==> config.mk <==
export PLATFORM = sky130hd
export DESIGN_NAME = pipeline_hazard_ctrl_flat
export DESIGN_NICKNAME = d
export VERILOG_FILES = /design/src/rtl/pipeline_hazard_ctrl_if.sv /design/src/rtl/pipeline_hazard_ctrl.sv /design/src/flat_wrapper.sv
export SDC_FILE = /design/constraint.sdc
export NUM_CORES = 1
export LEC_CHECK = 0
export CORE_MARGIN = 1
export CORE_UTILIZATION = 30
export DETAILED_ROUTE_END_ITERATION = 6
export PLACE_DENSITY = 0.58
export SETUP_SLACK_MARGIN = 0.1
export SLEW_MARGIN = 20
export SYNTH_ARGS = -nofsm -noshare
export SYNTH_HDL_FRONTEND = slang
export SYNTH_SLANG_ARGS = --single-unit
==> constraint.sdc <==
create_clock -name Clk -period 2.6 [get_ports Clk]
set_input_delay 0.39 -clock Clk [delete_from_list [all_inputs] [get_ports Clk]]
set_output_delay 0.39 -clock Clk [all_outputs]
set_load 0.01 [all_outputs]
==> src/rtl/pipeline_hazard_ctrl_if.sv <==
// Handshake bundle between the ID stage / pipeline registers and the hazard controller.
interface pipeline_hazard_ctrl_if #(
    parameter int CNT_W = 16
);
    logic [3:0]       ID_Rn, ID_Rm, ID_Rd;
    logic             ID_use_Rn, ID_use_Rm, ID_use_Rd;
    logic             ID_RF_enable, ID_load_instr, ID_branch_taken;
    logic             PC_enable, IF_ID_enable, IF_ID_flush, NOP_select;
    logic [1:0]       ForwardA, ForwardB, ForwardC;
    logic [CNT_W-1:0] stall_count, flush_count;

    modport master (
        output ID_Rn, ID_Rm, ID_Rd, ID_use_Rn, ID_use_Rm, ID_use_Rd,
               ID_RF_enable, ID_load_instr, ID_branch_taken,
        input  PC_enable, IF_ID_enable, IF_ID_flush, NOP_select,
               ForwardA, ForwardB, ForwardC, stall_count, flush_count
    );

    modport slave (
        input  ID_Rn, ID_Rm, ID_Rd, ID_use_Rn, ID_use_Rm, ID_use_Rd,
               ID_RF_enable, ID_load_instr, ID_branch_taken,
        output PC_enable, IF_ID_enable, IF_ID_flush, NOP_select,
               ForwardA, ForwardB, ForwardC, stall_count, flush_count
    );
endinterface

==> src/rtl/pipeline_hazard_ctrl.sv <==
// Hazard and sequencing controller for the five-stage pipeline: destination scoreboard,
// load-use stall, taken-branch flush, operand forwarding selects and event counters.
module pipeline_hazard_ctrl #(
    parameter int CNT_W = 16
) (
    input logic                   Clk,
    input logic                   Reset,
    pipeline_hazard_ctrl_if.slave hz
);

    typedef enum logic [1:0] {RUN, LU_STALL, BR_FLUSH} state_e;

    typedef struct packed {
        logic       valid;
        logic [3:0] rd;
        logic       rf_en;
        logic       load;
    } slot_t;

    state_e           state_q, state_d;
    slot_t            ex_q, ex_d, mem_q, mem_d, wb_q, wb_d;
    logic [CNT_W-1:0] stall_count_q, stall_count_d, flush_count_q, flush_count_d;

    logic       pc_enable, if_id_enable, if_id_flush, nop_select, hazard;
    logic [1:0] fwd_a, fwd_b, fwd_c;

    function automatic logic match(input slot_t s, input logic [3:0] r);
        return s.valid && s.rf_en && (s.rd == r) && (r != 4'd15);
    endfunction

    // A load still in EX has no data yet, so its slot is passed over for older producers.
    function automatic logic [1:0] fwd_sel(input logic used, input logic [3:0] r,
                                           input slot_t ex, input slot_t mem, input slot_t wb);
        if (!used)                    return 2'b00;
        if (match(ex, r) && !ex.load) return 2'b01;
        if (match(mem, r))            return 2'b10;
        if (match(wb, r))             return 2'b11;
        return 2'b00;
    endfunction

    assign hazard = ex_q.load && ((hz.ID_use_Rn && match(ex_q, hz.ID_Rn)) ||
                                  (hz.ID_use_Rm && match(ex_q, hz.ID_Rm)) ||
                                  (hz.ID_use_Rd && match(ex_q, hz.ID_Rd)));

    always_comb begin
        // NOTE: every signal written here gets a default first, so no path infers a latch.
        state_d       = state_q;
        stall_count_d = stall_count_q;
        flush_count_d = flush_count_q;
        pc_enable     = 1'b1;
        if_id_enable  = 1'b1;
        if_id_flush   = 1'b0;
        nop_select    = 1'b0;
        fwd_a         = fwd_sel(hz.ID_use_Rn, hz.ID_Rn, ex_q, mem_q, wb_q);
        fwd_b         = fwd_sel(hz.ID_use_Rm, hz.ID_Rm, ex_q, mem_q, wb_q);
        fwd_c         = fwd_sel(hz.ID_use_Rd, hz.ID_Rd, ex_q, mem_q, wb_q);

        case (state_q)
            RUN, LU_STALL: begin
                if (hazard) begin
                    pc_enable     = 1'b0;
                    if_id_enable  = 1'b0;
                    nop_select    = 1'b1;
                    state_d       = LU_STALL;
                    stall_count_d = (stall_count_q == '1) ? stall_count_q
                                                          : stall_count_q + CNT_W'(1);
                end else if (hz.ID_branch_taken) begin
                    if_id_flush   = 1'b1;
                    state_d       = BR_FLUSH;
                    flush_count_d = (flush_count_q == '1) ? flush_count_q
                                                          : flush_count_q + CNT_W'(1);
                end else begin
                    state_d = RUN;
                end
            end
            BR_FLUSH: begin
                nop_select = 1'b1;
                state_d    = RUN;
            end
            default: state_d = RUN;
        endcase

        ex_d  = nop_select ? '0 : '{valid: 1'b1, rd: hz.ID_Rd,
                                    rf_en: hz.ID_RF_enable, load: hz.ID_load_instr};
        mem_d = ex_q;
        wb_d  = mem_q;

        // While Reset is held the pipeline sees a free-running, unforwarded datapath.
        if (!Reset) begin
            pc_enable    = 1'b1;
            if_id_enable = 1'b1;
            if_id_flush  = 1'b0;
            nop_select   = 1'b0;
            fwd_a        = 2'b00;
            fwd_b        = 2'b00;
            fwd_c        = 2'b00;
        end
    end

    // NOTE: sequential state uses non-blocking assignments so each flop samples pre-edge values.
    always_ff @(posedge Clk or negedge Reset) begin
        if (!Reset) begin
            state_q       <= RUN;
            ex_q          <= '0;
            mem_q         <= '0;
            wb_q          <= '0;
            stall_count_q <= '0;
            flush_count_q <= '0;
        end else begin
            state_q       <= state_d;
            ex_q          <= ex_d;
            mem_q         <= mem_d;
            wb_q          <= wb_d;
            stall_count_q <= stall_count_d;
            flush_count_q <= flush_count_d;
        end
    end

    assign hz.PC_enable    = pc_enable;
    assign hz.IF_ID_enable = if_id_enable;
    assign hz.IF_ID_flush  = if_id_flush;
    assign hz.NOP_select   = nop_select;
    assign hz.ForwardA     = fwd_a;
    assign hz.ForwardB     = fwd_b;
    assign hz.ForwardC     = fwd_c;
    assign hz.stall_count  = stall_count_q;
    assign hz.flush_count  = flush_count_q;

endmodule
==> src/flat_wrapper.sv <==
// flat-port wrapper written by rule: the top's interface ports become plain ports
module pipeline_hazard_ctrl_flat 
#(
    parameter int CNT_W = 16
)
  (Clk, Reset, hz_ID_Rn, hz_ID_Rm, hz_ID_Rd, hz_ID_use_Rn, hz_ID_use_Rm, hz_ID_use_Rd, hz_ID_RF_enable, hz_ID_load_instr, hz_ID_branch_taken, hz_PC_enable, hz_IF_ID_enable, hz_IF_ID_flush, hz_NOP_select, hz_ForwardA, hz_ForwardB, hz_ForwardC, hz_stall_count, hz_flush_count);
  pipeline_hazard_ctrl_if #(.CNT_W(CNT_W)) hz_i ();
  input logic Clk;
  input logic Reset;
  input wire logic [$bits(hz_i.ID_Rn)-1:0] hz_ID_Rn;
  input wire logic [$bits(hz_i.ID_Rm)-1:0] hz_ID_Rm;
  input wire logic [$bits(hz_i.ID_Rd)-1:0] hz_ID_Rd;
  input wire logic [$bits(hz_i.ID_use_Rn)-1:0] hz_ID_use_Rn;
  input wire logic [$bits(hz_i.ID_use_Rm)-1:0] hz_ID_use_Rm;
  input wire logic [$bits(hz_i.ID_use_Rd)-1:0] hz_ID_use_Rd;
  input wire logic [$bits(hz_i.ID_RF_enable)-1:0] hz_ID_RF_enable;
  input wire logic [$bits(hz_i.ID_load_instr)-1:0] hz_ID_load_instr;
  input wire logic [$bits(hz_i.ID_branch_taken)-1:0] hz_ID_branch_taken;
  output wire logic [$bits(hz_i.PC_enable)-1:0] hz_PC_enable;
  output wire logic [$bits(hz_i.IF_ID_enable)-1:0] hz_IF_ID_enable;
  output wire logic [$bits(hz_i.IF_ID_flush)-1:0] hz_IF_ID_flush;
  output wire logic [$bits(hz_i.NOP_select)-1:0] hz_NOP_select;
  output wire logic [$bits(hz_i.ForwardA)-1:0] hz_ForwardA;
  output wire logic [$bits(hz_i.ForwardB)-1:0] hz_ForwardB;
  output wire logic [$bits(hz_i.ForwardC)-1:0] hz_ForwardC;
  output wire logic [$bits(hz_i.stall_count)-1:0] hz_stall_count;
  output wire logic [$bits(hz_i.flush_count)-1:0] hz_flush_count;
  assign hz_i.ID_Rn = hz_ID_Rn;
  assign hz_i.ID_Rm = hz_ID_Rm;
  assign hz_i.ID_Rd = hz_ID_Rd;
  assign hz_i.ID_use_Rn = hz_ID_use_Rn;
  assign hz_i.ID_use_Rm = hz_ID_use_Rm;
  assign hz_i.ID_use_Rd = hz_ID_use_Rd;
  assign hz_i.ID_RF_enable = hz_ID_RF_enable;
  assign hz_i.ID_load_instr = hz_ID_load_instr;
  assign hz_i.ID_branch_taken = hz_ID_branch_taken;
  assign hz_PC_enable = hz_i.PC_enable;
  assign hz_IF_ID_enable = hz_i.IF_ID_enable;
  assign hz_IF_ID_flush = hz_i.IF_ID_flush;
  assign hz_NOP_select = hz_i.NOP_select;
  assign hz_ForwardA = hz_i.ForwardA;
  assign hz_ForwardB = hz_i.ForwardB;
  assign hz_ForwardC = hz_i.ForwardC;
  assign hz_stall_count = hz_i.stall_count;
  assign hz_flush_count = hz_i.flush_count;
  pipeline_hazard_ctrl #(.CNT_W(CNT_W)) u_core (.Clk(Clk), .Reset(Reset), .hz(hz_i));
endmodule
==> run metrics, run 1 <==
VDD IR-drop max=0.000201 V; Syn Nets=309; number of flops mapped to enable cells by yosys=0; top cells by area, synth=dfrtp_1 (45%), xor2_1 (10%), xnor2_1 (7.5%); critical path's slowest cell=dfrtp_2; DRC viols=0; cell breakdown of the critical path=buf_4 > nor2_2 > a21oi_2 > buf_4 > or3_4 > a31oi_4 > inv_4 > and2_1 > buf_2; Synth Area in Simple Gates=25.2%; cell family with most CP delay=simple AND/OR/NAND/NOR gates; Detailed Route WL=7200 um; Crit path largest cell delay=410 ps; vias in the first global route=2,339; Synth Register Bits=53; routability cong.=0.898; row count=35; clock buffer depth=2; CP startpoint kind=flip-flop; initial antenna violation count=0; switching pwr=0.675 mW; ratio of cells with drive above 1 in the final layout=20.5%; drt first pass iters=5; commonest cells in the netlist=dfrtp_1 (53), xor2_1 (34), xnor2_1 (25); setup violators final=0; clk_skew=10.4 ps; P_int=1.41 mW; vias=2,385; total grt overflow=0; mux share of post-synthesis cell area=0.773%; most common cell in the netlist=dfrtp_1; worst path arrival time=2060 ps; Flop pwr share=51.2%; CP Capture Type=primary output; Synth top area share=45.5%; post-synthesis adder-cell area fraction=0.858%; Req. time, crit path=2210 ps; I/O Pins=62; Diodes inserted=0; Fmax=408 MHz; mean post-synth cell area=10.2 um^2; Clock Pin Slew Worst Setup and Hold Paths=100 ps; Hold Vio Cnt, Final=0; vias per inst=4.77; Max Transition Viols Final=0; worst setup path class=flip-flop to primary output; placed instance count=487; Num CTS Buffers=5; Syn Inst Count=287; fin cells=500; post-synthesis cell type count=42; nets@finish=392; post-DP HPWL=5270 um; HP Class=input pin to async pin; routed length per instance=14.4 um; largest family of logic cells by synthesized area=simple AND/OR/NAND/NOR gates; register area share after synthesis=45.5%; CTS root buf=clkbuf_8; Routed Antenna Nets=0; Least-Margin Pin Slew=698 ps; Sw Share=32.3%; total power=2.09 mW; largest net degree at the start of global routing=41; Iteration-0 DRC Markers=113; worst rel slew slack=53.1%; share of total power in combinational logic=27.6%; minimum clock period=2450 ps; setup TNS=0 ps; area share of xor/xnor cells in the synthesized design=17.7%; port buffer count=61; Filler cells=920; clk sinks=53; full die area=10,100 um^2; chip width=101 um; RSZ-0062 raised after global routing=true; status=complete, no violations; P&R area growth vs syn=36.2%; fraction of registers with async set/reset=100%; Core Region=9330 um^2; Most common cell on crit path=buf_4; GRT Overall Usage=15.0%; Bufs and invs on worst path=4; Synth area leader=dfrtp_1; Compound-Gate Fraction of Synth Area=5.67%; die height=101 um; hold buffers post-CTS=0; max-cap viol count=0; Main synth FF type=dfrtp_1; area of the mapped netlist=2920 um^2; global-route wire length before repair=11,800 um; leakage power=1.76 nW; clock network power share=21.2%; PD cells=526 nW/um^2; period utilisation layout=94.3%; CTS tree=built; initial core utilization=31.3%; worst-skew pair later-pin latency=300 ps; H-tree depth=2; Yosys warning count=0; CP max FO=3
## sequential cells by signal (all words and copies together) (netlist names)
register               flops
u_core.ex_q                7
u_core.hz.flush_count     16
u_core.hz.stall_count     16
u_core.mem_q               6
u_core.state_q             2
u_core.wb_q                6
## placed cells by master (no fill, tap or decap), drive strengths merged
master,n
buf,30
o311ai,1
xnor2,25
clkinv,2
o2111ai,1
ha,2
nor3,17
o21ai,4
o31ai,1
o21a,2
nand2,23
dfrtp,53
clkbuf,9
inv,7
nor4,9
nor3b,1
nor4b,2
dlygate4sd2,15
a21oi,6
clkdlybuf4s15,1
a22oi,1
clkdlybuf4s50,38
nand4,11
nor2b,2
nor2,18
and3,5
nand2b,4
and2,9
or4,1
nand3,25
mux2,2
xor2,34
a31oi,4
or3,3
a221oi,1
a211oi,1
dlymetal6s2s,1
## metal layers
metal	wire [um]	GRT usage [%]	up-vias
met5	0	0	-
met4	211	5.57	0
met3	265	2.64	16
met2	3360	23.2	60
met1	3360	20.9	1153
li1	-	-	1156
## worst paths after layout
check / startpoint / to / slack, ps / cells past startpoint
max: u_core.ex_q[2]$_DFF_PN0_ / hz_IF_ID_flush / 150 / 9
min: Reset / u_core.hz.stall_count[3]$_DFFE_PN0P_ / 180 / 2
max reg2reg: u_core.ex_q[2]$_DFF_PN0_ / u_core.hz.flush_count[1]$_DFFE_PN0P_ / 310 / 10
min reg2reg: u_core.mem_q[6]$_DFF_PN0_ / u_core.wb_q[6]$_DFF_PN0_ / 380 / 0
max in group asynchronous: Reset / u_core.hz.flush_count[0]$_DFFE_PN0P_ / 1920 / 2
min in group Clk: u_core.mem_q[6]$_DFF_PN0_ / u_core.wb_q[6]$_DFF_PN0_ / 380 / 0
## area by class of cell
class / instances / area (um^2) / share of cell area (%)
clock inverter: 2 / 10.0 / 0.252
tap: 129 / 161 / 4.07
multi-input combinational: 215 / 1590 / 40.0
sequential: 53 / 1330 / 33.5
clock buffer: 6 / 72.6 / 1.83
inverter: 7 / 31.3 / 0.788
timing repair buffer: 88 / 774 / 19.5
## power by group through the flow
stage               sequential (mW)  clock, mW  combinational (mW)
global route                   1.09      0.496               0.634
CTS                            1.07      0.469               0.555
finish                         1.07      0.443               0.576
detailed placement             1.08          0               0.533
global placement               1.08          0               0.526
floorplan                      1.07          0               0.273
## cell families after synthesis
kind of cell,count (synthesis)
mux,2
fa+ha+maj,2
simple gates,130
xor+xnor,59
compound gates,22
flops,53
buf+inv,19
## metrics by stage
step | hold slack (ps) | instance area [um^2] | setup WS, ps | utilization, %
5_1_grt | 215 | 3970 | 61.6 | 42.6
3_5_place_dp | 362 | 3750 | -410 | 40.3
3_3_place_gp | 357 | 3750 | -379 | 40.3
6_report | 183 | 3970 | 147 | 42.6
4_1_cts | 199 | 3910 | 67.7 | 41.9
2_1_floorplan | 94.4 | 2920 | 447 | -
## repair_timing
action                                  in CTS  in global routing
pin swaps                                    7                 10
endpoints found under the setup margin      10                  8
setup buffers                                3                  2
gates cloned                                 0                  0
gates resized for setup                     47                 19
## worst reg2reg max path, cell delays in order (launching register included)
cell and delay (ps):
dfrtp_2 410, buf_4 150, nor2_2 120, a21oi_2 60, buf_4 140, or3_4 390
a31oi_4 170, buf_4 140, buf_4 180, nor2_1 90, mux2_1 320
Power figures use the tool's default switching activity.
==> run 2, diff against run 1 <==
--- a/config.mk
+++ b/config.mk
@@ -5,7 +5,7 @@
 export SDC_FILE = /design/constraint.sdc
 export NUM_CORES = 1
 export LEC_CHECK = 0
-export CORE_MARGIN = 1
+export CORE_MARGIN = 5
 export CORE_UTILIZATION = 30
 export DETAILED_ROUTE_END_ITERATION = 6
 export PLACE_DENSITY = 0.58
==> constraint.sdc (replaced) <==
create_clock -name Clk -period 2.6 [get_ports Clk]
set_input_delay 0.39 -clock Clk [delete_from_list [all_inputs] [get_ports Clk]]
set_output_delay 0.39 -clock Clk [all_outputs]
set_load 0.02 [all_outputs]
==> run 2 against run 1 <==
Compared with the run above:
- final area rose by 0.25%
- final cell count rose by 1.2%
- worst setup slack improved by 30 ps
- clock skew barely moved
- first-iteration DRC count rose by 8.8%
- sequential share of layout area fell by 0.084 points
- non-clock buffer count rose by 2
- core utilization fell by 1.3 points
- sequential power barely moved
- wire length rose by 1.1%
==> run metrics, run 2 (same netlist as run 1, synthesis figures left out) <==
status=complete, no violations; VDD IR-drop max=0.000226 V (+12%); I/O Pins=62 (unchanged); final design instance area without fill=3980 um^2 (+0.25%); total grt overflow=0 (unchanged); largest net degree at the start of global routing=35 (-15%); initial antenna violation count=0 (unchanged); vias in the first global route=2,419 (+3.4%); full die area=11,800 um^2 (+17%); Core Region=9640 um^2 (+3.3%); Num CTS Buffers=5 (unchanged); Iteration-0 DRC Markers=123 (+8.8%); worst-skew pair later-pin latency=300 ps (about the same); initial core utilization=30.2% (-1.0 points); Fmax=413 MHz (+1.2%); CP startpoint kind=flip-flop; period utilisation layout=93.2% (-1.2 points); routability cong.=0.893 (-0.48%); routed length per instance=14.4 um (about the same); setup violators final=0 (unchanged); Clock Pin Slew Worst Setup and Hold Paths=100 ps (about the same); H-tree depth=2 (unchanged); PD cells=543 nW/um^2 (+3.2%); Least-Margin Pin Slew=680 ps (-17.5 ps); worst setup path class=flip-flop to primary output; Diodes inserted=0 (unchanged); GRT Overall Usage=13.0% (-1.9 points); P_int=1.44 mW (+1.9%); Req. time, crit path=2210 ps (about the same); CP max FO=4 (+1); placed instance area=3790 um^2 (+0.93%); RSZ-0062 raised after global routing=true; DRC viols=0 (unchanged); chip width=109 um (+8.0%); Routed Antenna Nets=0 (unchanged); max-cap viol count=0 (unchanged); HP Class=input pin to async pin; placed instance count=495 (+1.6%); Hold Vio Cnt, Final=0 (unchanged); ratio of cells with drive above 1 in the final layout=21.7% (+1.2 points); Detailed Route WL=7280 um (+1.1%); leakage power=1.77 nW (+0.50%); Max Transition Viols Final=0 (unchanged); Final Util=41.3% (-1.3 points); switching pwr=0.721 mW (+6.7%); fin cells=506 (+1.2%); CTS root buf=clkbuf_8; global-route wire length before repair=12,100 um (+3.0%); CTS tree=built; Flop pwr share=49.6% (-1.6 points); worst path arrival time=2030 ps (-30 ps); vias=2,361 (-1.0%); clock buffer depth=2 (unchanged); vias per inst=4.67 (-2.2%); port buffer count=61 (unchanged); Sw Share=33.4% (+1.0 points); nets@finish=394 (+0.51%); die height=109 um (+8.0%); CP Capture Type=primary output; commonest cells after routing, fill and taps aside=dfrtp_1 (49), clkdlybuf4s50_1 (38), xor2_1 (32), buf_4 (29); clk sinks=53 (unchanged); clock network power share=22.3% (+1.1 points); clk_skew=10.6 ps (+0.168 ps); hold buffers post-CTS=0 (unchanged); drt first pass iters=5 (unchanged); post-DP HPWL=5620 um (+6.7%); leading cell type in the layout, fill and taps excluded=dfrtp_1; worst rel slew slack=54.3% (+1.2 points); share of total power in combinational logic=28.1% (+0.5 points); minimum clock period=2420 ps (-30.1 ps); P&R area growth vs syn=36.5%; row count=36 (+2.9%)
## run 2: cell count changes in the layout (fill, tap and decap cells not counted), moves of 2 or more
cell           before  now
buf_2               3    5
nand3_1            24   22
o21ai_1             3    1
o21ai_0             1    3
nor4_1              2    4
xnor2_2             3    5
nand3_2             1    3
nor4_2              5    3
xnor2_1            22   20
buf_4              25   29
dlygate4sd2_1      15   12
## run 2: path summary, 6_finish.rpt
path / start / to / slack [ps] / depth (start not counted)
worst max-delay path: u_core.ex_q[4]$_DFF_PN0_ / hz_IF_ID_flush / 180 / 7
max in group asynchronous: Reset / u_core.hz.flush_count[2]$_DFFE_PN0P_ / 2040 / 2
worst min-delay path: Reset / u_core.hz.stall_count[4]$_DFFE_PN0P_ / 190 / 2
min in group Clk: u_core.mem_q[1]$_DFF_PN0_ / u_core.wb_q[1]$_DFF_PN0_ / 380 / 0
worst max register to register: u_core.ex_q[4]$_DFF_PN0_ / u_core.hz.stall_count[1]$_DFFE_PN0P_ / 350 / 9
worst min register to register: u_core.mem_q[1]$_DFF_PN0_ / u_core.wb_q[1]$_DFF_PN0_ / 380 / 0
## run 2: layout make-up
class,count,area (um^2)
Clock buffer,6,82.6
Inverter,7,31.3
Fill cell,969,5660
Timing Repair Buffer,90,785
Sequential cell,53,1330
Clock inverter,2,13.8
Tap cell,133,166
Multi-Input combinational cell,215,1570
## run 2: layer usage
metal	vias up	global-route usage [%]	share of wire [%]
met5	-	0	0
met2	62	21.2	48
met4	0	4.24	2.1
li1	1161	-	-
met1	1125	17.2	45
met3	13	2.87	4.8
## run 2: power groups by stage
stage               registers (mW)  clock network [mW]  logic, mW
finish                        1.07               0.482      0.607
global route                  1.10               0.538      0.660
CTS                           1.07               0.502      0.592
detailed placement            1.08                   0      0.589
global placement              1.08                   0      0.586
floorplan                     1.11                   0      0.276
## run 2: worst max-delay path: stages (launching register included)
cell and delay [ps]:
dfrtp_2 500, xnor2_2 160, nand3_2 120, or3_4 420
a31oi_4 210, inv_4 40, and2_1 150, buf_2 150
## run 2: through the flow
| step | power (mW) | hold WS, ps | setup TNS, ps | setup WS [ps] |
|---|---|---|---|---|
| 2_1_floorplan | 1.38 | 94.4 | 0 | 341 |
| 3_3_place_gp | 1.67 | 358 | -4100 | -488 |
| 3_5_place_dp | 1.67 | 360 | -4080 | -509 |
| 4_1_cts | 2.16 | 193 | 0 | 113 |
| 5_1_grt | 2.29 | 203 | 0 | 74.9 |
| 6_report | 2.16 | 190 | 0 | 177 |
## run 2: what timing repair did
| action | CTS | global route |
|---|---|---|
| endpoints found under the hold margin | 0 | 0 |
| resized for setup | 54 | 24 |
| buffers inserted | 1 | 2 |
| endpoints found under the setup margin | 10 | 9 |
| pin swaps | 7 | 9 |
